<file path="config.mk">
export PLATFORM = sky130hd
export DESIGN_NAME = nonce_sweep_sched
export DESIGN_NICKNAME = d
export VERILOG_FILES = /design/src/rtl/nonce_sweep_sched.sv
export SDC_FILE = /design/constraint.sdc
export NUM_CORES = 2
export LEC_CHECK = 0
export BUFFER_PORTS_ARGS = -buffer_cell sky130_fd_sc_hd__buf_2
export CAP_MARGIN = 20
export CORE_AREA = 3 3 717 719
export CTS_CLUSTER_DIAMETER = 150
export DETAILED_ROUTE_END_ITERATION = 7
export DIE_AREA = 0 0 720 722
export PLACE_DENSITY = 0.3
export SYNTH_ARGS = -nofsm -noshare
export SYNTH_HDL_FRONTEND = slang
export SYNTH_SLANG_ARGS = --single-unit
export TNS_END_PERCENT = 50
</file>
<file path="constraint.sdc">
create_clock -name clk -period 5.2 [get_ports clk]
set_input_delay 0.52 -clock clk [delete_from_list [all_inputs] [get_ports clk]]
set_output_delay 0.52 -clock clk [all_outputs]
set_load 0.02 [all_outputs]
</file>
<file path="src/rtl/nonce_sweep_sched.sv">
// Nonce sweep scheduler: dispatches a nonce range across NUM_CORES hash cores,
// checks returned hashes against the nBits-decoded target and reports the first winner.
module nonce_sweep_sched #(
  parameter int unsigned NUM_CORES = 4,
  parameter int unsigned NONCE_W   = 32
) (
  input  logic                           clk,
  input  logic                           rst_n,
  input  logic                           start,
  input  logic                           abort,
  input  logic [NONCE_W-1:0]             nonce_start,
  input  logic [NONCE_W-1:0]             nonce_end,
  input  logic [31:0]                    nbits,
  output logic [NUM_CORES-1:0]           core_start,
  output logic [NUM_CORES*NONCE_W-1:0]   core_nonce,
  input  logic [NUM_CORES-1:0]           core_done,
  input  logic [NUM_CORES*256-1:0]       core_hash,
  output logic                           busy,
  output logic                           found,
  output logic [NONCE_W-1:0]             found_nonce,
  output logic [255:0]                   found_hash,
  output logic                           exhausted,
  output logic [NONCE_W:0]               hash_count,
  output logic [255:0]                   target
);

  typedef enum logic [1:0] {S_IDLE, S_LOAD, S_RUN, S_DRAIN} state_e;

  state_e                         state_q, state_d;
  logic [NONCE_W-1:0]             lo_q, lo_d, hi_q, hi_d, next_q, next_d;
  logic [31:0]                    nbits_q, nbits_d;
  logic                           issued_all_q, issued_all_d;
  logic [NUM_CORES-1:0]           core_busy_q, core_busy_d;
  logic [NUM_CORES-1:0]           core_start_q, core_start_d;
  logic [NUM_CORES*NONCE_W-1:0]   core_nonce_q, core_nonce_d;
  logic                           busy_q, busy_d, found_q, found_d, exhausted_q, exhausted_d;
  logic [NONCE_W-1:0]             found_nonce_q, found_nonce_d;
  logic [255:0]                   found_hash_q, found_hash_d, target_q, target_d;
  logic [NONCE_W:0]               hash_count_q, hash_count_d;

  logic [7:0]                     exp_v, ediff_v;
  logic [7:0]                     sh_v;
  logic [255:0]                   mant_v, dec_target;

  logic [NUM_CORES-1:0]           done_v, busy_after;
  logic [NONCE_W:0]               n_done;
  logic                           win, launch_ok, picked;
  logic [NONCE_W-1:0]             win_nonce, launch_nonce;
  logic [255:0]                   win_hash;

  // Compact nBits decode: sign bit or zero mantissa yields zero, oversized exponent saturates.
  always_comb begin
    exp_v      = nbits_q[31:24];
    mant_v     = {233'b0, nbits_q[22:0]};
    ediff_v    = (exp_v <= 8'd3) ? (8'd3 - exp_v) : (exp_v - 8'd3);
    sh_v       = {ediff_v[4:0], 3'b000};
    dec_target = '0;
    if (nbits_q[23] || (nbits_q[22:0] == 23'd0)) dec_target = '0;
    else if (exp_v <= 8'd3)                      dec_target = mant_v >> sh_v;
    else if (exp_v <= 8'd32)                     dec_target = mant_v << sh_v;
    else                                         dec_target = '1;
  end

  always_comb begin
    state_d       = state_q;
    lo_d          = lo_q;
    hi_d          = hi_q;
    next_d        = next_q;
    nbits_d       = nbits_q;
    issued_all_d  = issued_all_q;
    core_start_d  = '0;
    core_nonce_d  = core_nonce_q;
    found_d       = 1'b0;
    exhausted_d   = 1'b0;
    found_nonce_d = found_nonce_q;
    found_hash_d  = found_hash_q;
    target_d      = target_q;
    hash_count_d  = hash_count_q;
    launch_ok     = 1'b0;
    launch_nonce  = next_q;
    picked        = 1'b0;

    done_v     = core_done & core_busy_q;
    busy_after = core_busy_q & ~done_v;
    n_done     = '0;
    win        = 1'b0;
    win_nonce  = '0;
    win_hash   = '0;
    for (int unsigned k = 0; k < NUM_CORES; k++) begin
      n_done = n_done + {{NONCE_W{1'b0}}, done_v[k]};
      if (done_v[k] && !win && (core_hash[k*256 +: 256] < target_q)) begin
        win       = 1'b1;
        win_nonce = core_nonce_q[k*NONCE_W +: NONCE_W];
        win_hash  = core_hash[k*256 +: 256];
      end
    end

    case (state_q)
      S_IDLE: begin
        if (start) begin
          lo_d          = nonce_start;
          hi_d          = nonce_end;
          nbits_d       = nbits;
          hash_count_d  = '0;
          found_nonce_d = '0;
          found_hash_d  = '0;
          state_d       = S_LOAD;
        end
      end
      S_LOAD: begin
        target_d     = dec_target;
        next_d       = lo_q;
        issued_all_d = 1'b0;
        if (abort) begin
          state_d = S_DRAIN;
        end else if (hi_q < lo_q) begin
          exhausted_d = 1'b1;
          state_d     = S_IDLE;
        end else begin
          // First launch is decided here so its registered pulse lands on the first RUN cycle.
          launch_ok    = 1'b1;
          launch_nonce = lo_q;
          state_d      = S_RUN;
        end
      end
      S_RUN: begin
        if (abort) begin
          state_d = S_DRAIN;
        end else if (win) begin
          found_d       = 1'b1;
          found_nonce_d = win_nonce;
          found_hash_d  = win_hash;
          state_d       = S_DRAIN;
        end else if (issued_all_q) begin
          if (busy_after == '0) begin
            exhausted_d = 1'b1;
            state_d     = S_IDLE;
          end
        end else begin
          launch_ok = 1'b1;
        end
      end
      S_DRAIN: begin
        if (busy_after == '0) state_d = S_IDLE;
      end
      default: state_d = S_IDLE;
    endcase

    if (state_q != S_IDLE) hash_count_d = hash_count_q + n_done;

    core_busy_d = busy_after;
    if (launch_ok) begin
      for (int unsigned k = 0; k < NUM_CORES; k++) begin
        if (!picked && !busy_after[k]) begin
          picked                             = 1'b1;
          core_start_d[k]                    = 1'b1;
          core_busy_d[k]                     = 1'b1;
          core_nonce_d[k*NONCE_W +: NONCE_W] = launch_nonce;
        end
      end
      if (picked) begin
        if (launch_nonce == hi_q) issued_all_d = 1'b1;
        else                      next_d       = launch_nonce + 1'b1;
      end
    end

    busy_d = (state_d != S_IDLE);
  end

  always_ff @(posedge clk) begin
    if (!rst_n) begin
      state_q       <= S_IDLE;
      lo_q          <= '0;
      hi_q          <= '0;
      next_q        <= '0;
      nbits_q       <= '0;
      issued_all_q  <= 1'b0;
      core_busy_q   <= '0;
      core_start_q  <= '0;
      core_nonce_q  <= '0;
      busy_q        <= 1'b0;
      found_q       <= 1'b0;
      exhausted_q   <= 1'b0;
      found_nonce_q <= '0;
      found_hash_q  <= '0;
      target_q      <= '0;
      hash_count_q  <= '0;
    end else begin
      state_q       <= state_d;
      lo_q          <= lo_d;
      hi_q          <= hi_d;
      next_q        <= next_d;
      nbits_q       <= nbits_d;
      issued_all_q  <= issued_all_d;
      core_busy_q   <= core_busy_d;
      core_start_q  <= core_start_d;
      core_nonce_q  <= core_nonce_d;
      busy_q        <= busy_d;
      found_q       <= found_d;
      exhausted_q   <= exhausted_d;
      found_nonce_q <= found_nonce_d;
      found_hash_q  <= found_hash_d;
      target_q      <= target_d;
      hash_count_q  <= hash_count_d;
    end
  end

  assign core_start  = core_start_q;
  assign core_nonce  = core_nonce_q;
  assign busy        = busy_q;
  assign found       = found_q;
  assign found_nonce = found_nonce_q;
  assign found_hash  = found_hash_q;
  assign exhausted   = exhausted_q;
  assign hash_count  = hash_count_q;
  assign target      = target_q;

endmodule

</file>
**Yosys cells after proc, flatten, opt, wreduce, memory -nomap -nowiden**

Index checks and enable logic that the tools add are counted.

- Register bits after elaboration: 847
- Input port bits: 1128
- Output and inout port bits: 712

- $add $sub $neg: 7
- Order comparisons: 7
- Eq/ne operators: 7
- Shift-type cells: 2
- Mux-type cells: 75
- Bitwise gates (word level): 6
- Reduce and logical (&&, ||, !) cells: 37

Operators with widths:

| cell | count |
|---|---|
| 256-bit two-way mux | 10 |
| 256-bit less-than comparator | 4 |
| 256-bit case mux with 2 select lines | 1 |
| 32-bit two-way mux | 14 |
| 23-bit by 8-bit << shifter with 256-bit output | 1 |
| 23-bit by 8-bit right shift with 256-bit output | 1 |
| 33-bit two-way mux | 3 |
| 32-bit case mux with 2 select lines | 1 |
| 1-bit two-way mux | 34 |
| 33-bit by 4-bit adder with 33-bit output | 1 |
| 32-bit by 1-bit adder with 32-bit output, second input constant | 1 |
| 32-bit equality test | 1 |
| 32-bit less-than comparator | 1 |
| 23-bit zero test | 1 |
| 2-bit two-way mux | 7 |
| 2-bit AND reduction | 7 |
| 1-bit logical AND | 10 |
| 2-bit nonzero test | 5 |
| 1-bit zero test | 9 |
| 4-bit AND | 2 |
| 8-bit by 2-bit <= comparator with 1-bit output, second input constant | 1 |
| 8-bit by 6-bit <= comparator with 1-bit output, second input constant | 1 |
| 2-bit case mux with 4 select lines | 1 |
| 2-bit != test, second input constant | 3 |
| other kinds (17) | 21 |

**Depth between registers and ports, before layout**

- Depth after elaboration: 33
- Depth in mapped cells: 23

**Worst setup path before layout**

Ideal clock, no wire load.

- Path kind: register to register
- Start point: register lo_q[27]
- End point: register next_q[26]
- Setup time: 0.122 ns
- Arrival: 4.590 ns
- Required time: 5.078 ns
- Slack: 0.488 ns
- Cell stages (with the launch flop): 22
- Path buffers: 4
- Cells stage by stage: dfxtp_1 > clkbuf_1 > inv_1 > ha_1 > nand4_1 > or4_1 > a211o_1 > nor2_1 > o21a_1 > nor2_1 > clkbuf_1 > clkbuf_1 > clkbuf_1 > o21ai_0 > ha_1 > nand4_1 > or3_1 > and2_1 > nor3b_1 > mux2i_1 > nand2_1 > o311a_1

- Cells in the longest elaborated chain, start to end: 8
- Elaborated cells between the ends (all ways): 12

Ends and longest elaborated chain:

| what | RTL line | RTL |
|---|---|---|
| start: declaration | 30 | `logic [NONCE_W-1:0] lo_q, lo_d, hi_q, hi_d, next_q, next_d;` |
| start signal: assignment | 190 | `lo_q <= lo_d;` |
| 32-bit less-than comparator (*) | 116 | `end else if (hi_q < lo_q) begin` |
| 32-bit two-way mux (*) | 116 |  |
| 32-bit two-way mux (*) | 114 | `if (abort) begin` |
| 32-bit two-way mux (*) | 98 | `case (state_q)` |
| net launch_nonce[1] | 48 | `logic [NONCE_W-1:0] win_nonce, launch_nonce;` |
| 32-bit by 1-bit adder with 32-bit output or 32-bit equality test (tied branches) | 163, 162 |  |
| 32-bit two-way mux (*) | 162 | `if (launch_nonce == hi_q) issued_all_d = 1'b1;` |
| 32-bit two-way mux (*) | 161 | `if (picked) begin` |
| 32-bit two-way mux (*) | 152 | `if (launch_ok) begin` |
| end signal: assignment | 192 | `next_q <= next_d;` |
| end: declaration | 30 |  |

Mark *: on every way through the listed nets, which the timed path passes. The rest lies on a longest branch.
A chain may end at the register's enable or synchronous reset.

**Worst setup path after layout**

- Start point: register target_q[254] (netlist: target[254])
- End point: register found_hash_q[64] (netlist: found_hash[64])

- Cells in the longest elaborated chain, start to end: 18
- Elaborated cells between the ends (all ways): 27

Ends and longest elaborated chain:

| what | RTL line | RTL |
|---|---|---|
| start: declaration | 38 | `logic [255:0] found_hash_q, found_hash_d, target_q, target_d;` |
| start signal: assignment | 203 | `target_q <= target_d;` |
| 256-bit less-than comparator | 91 | `if (done_v[k] && !win && (core_hash[k*256 +: 256] < target_q)) begin` |
| 1-bit logical AND | 91 |  |
| 1-bit two-way mux | 91 |  |
| 1-bit zero test | 91 |  |
| 1-bit logical AND (2 in a row) | 91 |  |
| 1-bit two-way mux | 91 |  |
| 1-bit zero test | 91 |  |
| 1-bit logical AND (2 in a row) | 91 |  |
| 1-bit two-way mux | 91 |  |
| 1-bit zero test | 91 |  |
| 1-bit logical AND (2 in a row) | 91 |  |
| 256-bit two-way mux | 91 |  |
| 256-bit two-way mux | 129 | `end else if (win) begin` |
| 256-bit two-way mux | 127 | `if (abort) begin` |
| 256-bit case mux with 2 select lines | 98 |  |
| end signal: assignment | 202 | `found_hash_q <= found_hash_d;` |
| end: declaration | 38 |  |

Parallel ways exist; a longest one is shown, timed or not. The select of a mux whose other input is x is not followed.

==> impl_results.md <==
- Port buffer count: 1,839
- Unique masters post-synth: 89
- Post-place setup slack: -1.00 ns
- Cell mode on critical path: buf_4
- Global-route wire length before repair: 771 mm
- Maximum fanout along the worst path: 21
- GR Util All Layers: 0.219
- Final period util: 0.992
- Share of cells above drive strength 1: 0.283
- Crit path DAT: 5.86 ns
- Initial Util: 0.130
- Fin crit period: 5.16 ns
- Fin cells: 17,900
- R2R Path End: found_hash[64]$_SDFFE_PN0P_
- Hold Path Class: input port to flip-flop
- CP startpoint: target[254]$_SDFFE_PN0P_
- CP endpoint: found_hash[64]$_SDFFE_PN0P_
- Synth Instances: 8,482
- Root Driver: clkbuf_16
- TritonCTS clock tree: built
- Num ports: 1,840
- Asr flop ratio synth: 0
- Max Cap Viol: 0
- R2r setup slk: 0.04 ns
- CTS Buf Count: 136
- Wire length per cell: 33.6 um
- Detailed Route WL: 601 mm
- Cell Rows: 262
- Tightest Pin Transition: 1.17 ns
- EDFF count, synth: 0
- Die Footprint: 520,000 um^2
- Most common cell in the netlist: nand2_1
- Final WS setup: 0.0419 ns
- DIE WIDTH: 720 um
- Routed vias: 79,600
- Slowest-stage cell, CP: or4_4
- CP startpoint kind: flip-flop
- Setup violations, final: 0
- GP Congestion: 0.928
- Hpwl dp: 513 mm
- Initial drt markers: 6,090
- Syn-to-layout area delta: 46.9%
- FF-to-FF path depth: 17
- Placed Cells: 17,300
- Outcome: finished, violations left
- P_leak: 0.0399 uW
- Clock slew at reported path FFs: 0.06 ns
- Crit path kind: flip-flop to flip-flop
- Ys Warns: 0
- Mapped Nets: 10,700
- Hold Slack: 0.0993 ns
- Syn avg cell area: 7.81 um^2
- Setup repair after global routing missed its margin: true
- Sink Count: 847
- Final #Nets: 13,200
- Max incr delay on CP: 0.69 ns
- Violated checks: DRC
- Drt first pass iters: 8
- GRT overflow: 0
- Critical Path, Cell by Cell: inv_1, buf_4, ha_1, nand4_1, or4_4, nor4_4, buf_4, nand4_1, buf_4, a2111oi_4, buf_12, nor2_2, or4_4, and4_4, buf_12, clkbuf_16, a22o_1
- Initial antenna violation count: 308
- Yosys top cell by area: dfxtp_1
- Max Fclk: 194 MHz
- Worst path required time: 5.90 ns
- DRC errors left: 3
- WHS Path Cells: 4
- Die H: 722 um
- Setup crit end kind: flip-flop
- Yosys top cell area share: 0.256
- Post-Route Utilization: 0.191
- Core area: 508,000 um^2
- Final Hold Viols: 0
- List of most frequent post-synthesis cells: nand2_1 (1,090), ha_1 (1,061), a21oi_1 (989), dfxtp_1 (847), nor2_1 (636)
- Vias per cell: 4.45
- Layout Skew: 0.0632 ns
- P per Cell Area: 336 nW/um^2
- Pin count of the biggest net entering global routing: 143
- Max-slew violations: 0
- Top_reg_cell synth: dfxtp_1
- Yosys reg bits: 847
- Synth top area cells: dfxtp_1 (26%), ha_1 (20%), a21oi_1 (7.5%)
- Post-route ant nets: 0
- Clock Tree Buf Depth: 4
- VDD IR max: 0.000329 V
- Overall power: 32,800 uW
- Worst-skew pair later-pin latency: 0.86 ns
- H-tree Lvls: 4
- Synthesized area: 66,300 um^2
- Slew margin rel.: 0.203
- Reg-to-reg startpoint: target[254]$_SDFFE_PN0P_
- Sequential cell area fraction in the yosys report: 0.256
- Vias in the first global route: 77,300
## stage by stage
stage | instance area (um^2) | TNS, ns
after floorplan | 66300 | 0
after global placement | 89400 | -915.14
after detailed placement | 89500 | -271.96
after CTS | 96600 | -0.0151
after global routing | 97200 | -3.68
final | 97400 | 0
## flip-flops by register name (all words and copies together) (netlist names), 2 cells and up
name         flops
nbits_q         32
hash_count      33
core_busy_q      4
core_start       4
found_hash     256
lo_q            32
target         256
hi_q            32
found_nonce     32
core_nonce     128
next_q          32
state_q          2
## cells by family after synthesis
| logic type | share of synthesized area |
|---|---|
| compound gates | 0.267 |
| xor+xnor | 0.00806 |
| mux | 0.0289 |
| buf+inv | 0.0556 |
| flops | 0.256 |
| fa+ha+maj | 0.201 |
| simple gates | 0.183 |
## worst max-delay path: cells and delay by family, from the launching register on
family | cells | cell delay (ns)
compound gates | 2 | 0.53
fa+ha+maj | 1 | 0.28
buf+inv | 7 | 1.39
flops | 1 | 0.36
simple gates | 7 | 2.31
## cell type report
type	count	area, um^2
fillers	57700	411000
repair buffers	2907	19300
clock inverters	61	739
flip-flops and latches	847	17000
inverters	359	1370
clock buffers	180	3880
multi-input cells	6727	46400
diodes	93	233
well taps	6732	8420
## repair_timing
action                                 4_1_cts  5_1_grt
setup buffers                               14       17
hold buffers                               187        0
endpoints found under the hold margin      166        0
gates resized for setup                     76       45
setup endpoints to repair                  461      397
pin swaps                                   24       25
gates cloned                                 3        9
## worst min path at each step
stage / start / endpoint / slack (ns)
floorplan: nbits_q[23]$_SDFFE_PN0P_ / nbits_q[23]$_SDFFE_PN0P_ / 0.43
global placement: nbits_q[23]$_SDFFE_PN0P_ / nbits_q[23]$_SDFFE_PN0P_ / 0.46
detailed placement: nbits_q[23]$_SDFFE_PN0P_ / nbits_q[23]$_SDFFE_PN0P_ / 0.45
CTS: core_hash[51] / found_hash[51]$_SDFFE_PN0P_ / 0.00002
global route: core_hash[209] / found_hash[209]$_SDFFE_PN0P_ / 0.05
finish: core_hash[117] / found_hash[117]$_SDFFE_PN0P_ / 0.1
## placed cells by master, fill, tap and decap left out, types with 192 or more instances in the layout
master	netlist	routed
nand3_1	433	432
inv_1	358	344
a22o_1	295	293
a22oi_1	324	322
nand2_1	1090	1089
o211ai_1	329	329
nand4_1	192	192
o21ai_0	311	302
a21oi_1	989	988
buf_2	36	1838
buf_4	3	757
ha_1	1061	1059
nor2_1	636	628
dfxtp_1	847	832
## per-layer routing
layer / global-route usage / part of all wire / vias to the layer above
li1: - / - / 36600
met1: 0.260 / 0.41 / 38900
met2: 0.383 / 0.48 / 3035
met3: 0.0491 / 0.063 / 877
met4: 0.0811 / 0.045 / 122
met5: 0 / 0.0013 / -
## report_power, final
part	switching (uW)	total, uW	internal [uW]
clock	4070	9990	5920
sequential	587	7560	6970
combinational	10600	15200	4620
total	15200	32800	17500
No activity file was read; power rests on OpenSTA's default activity.
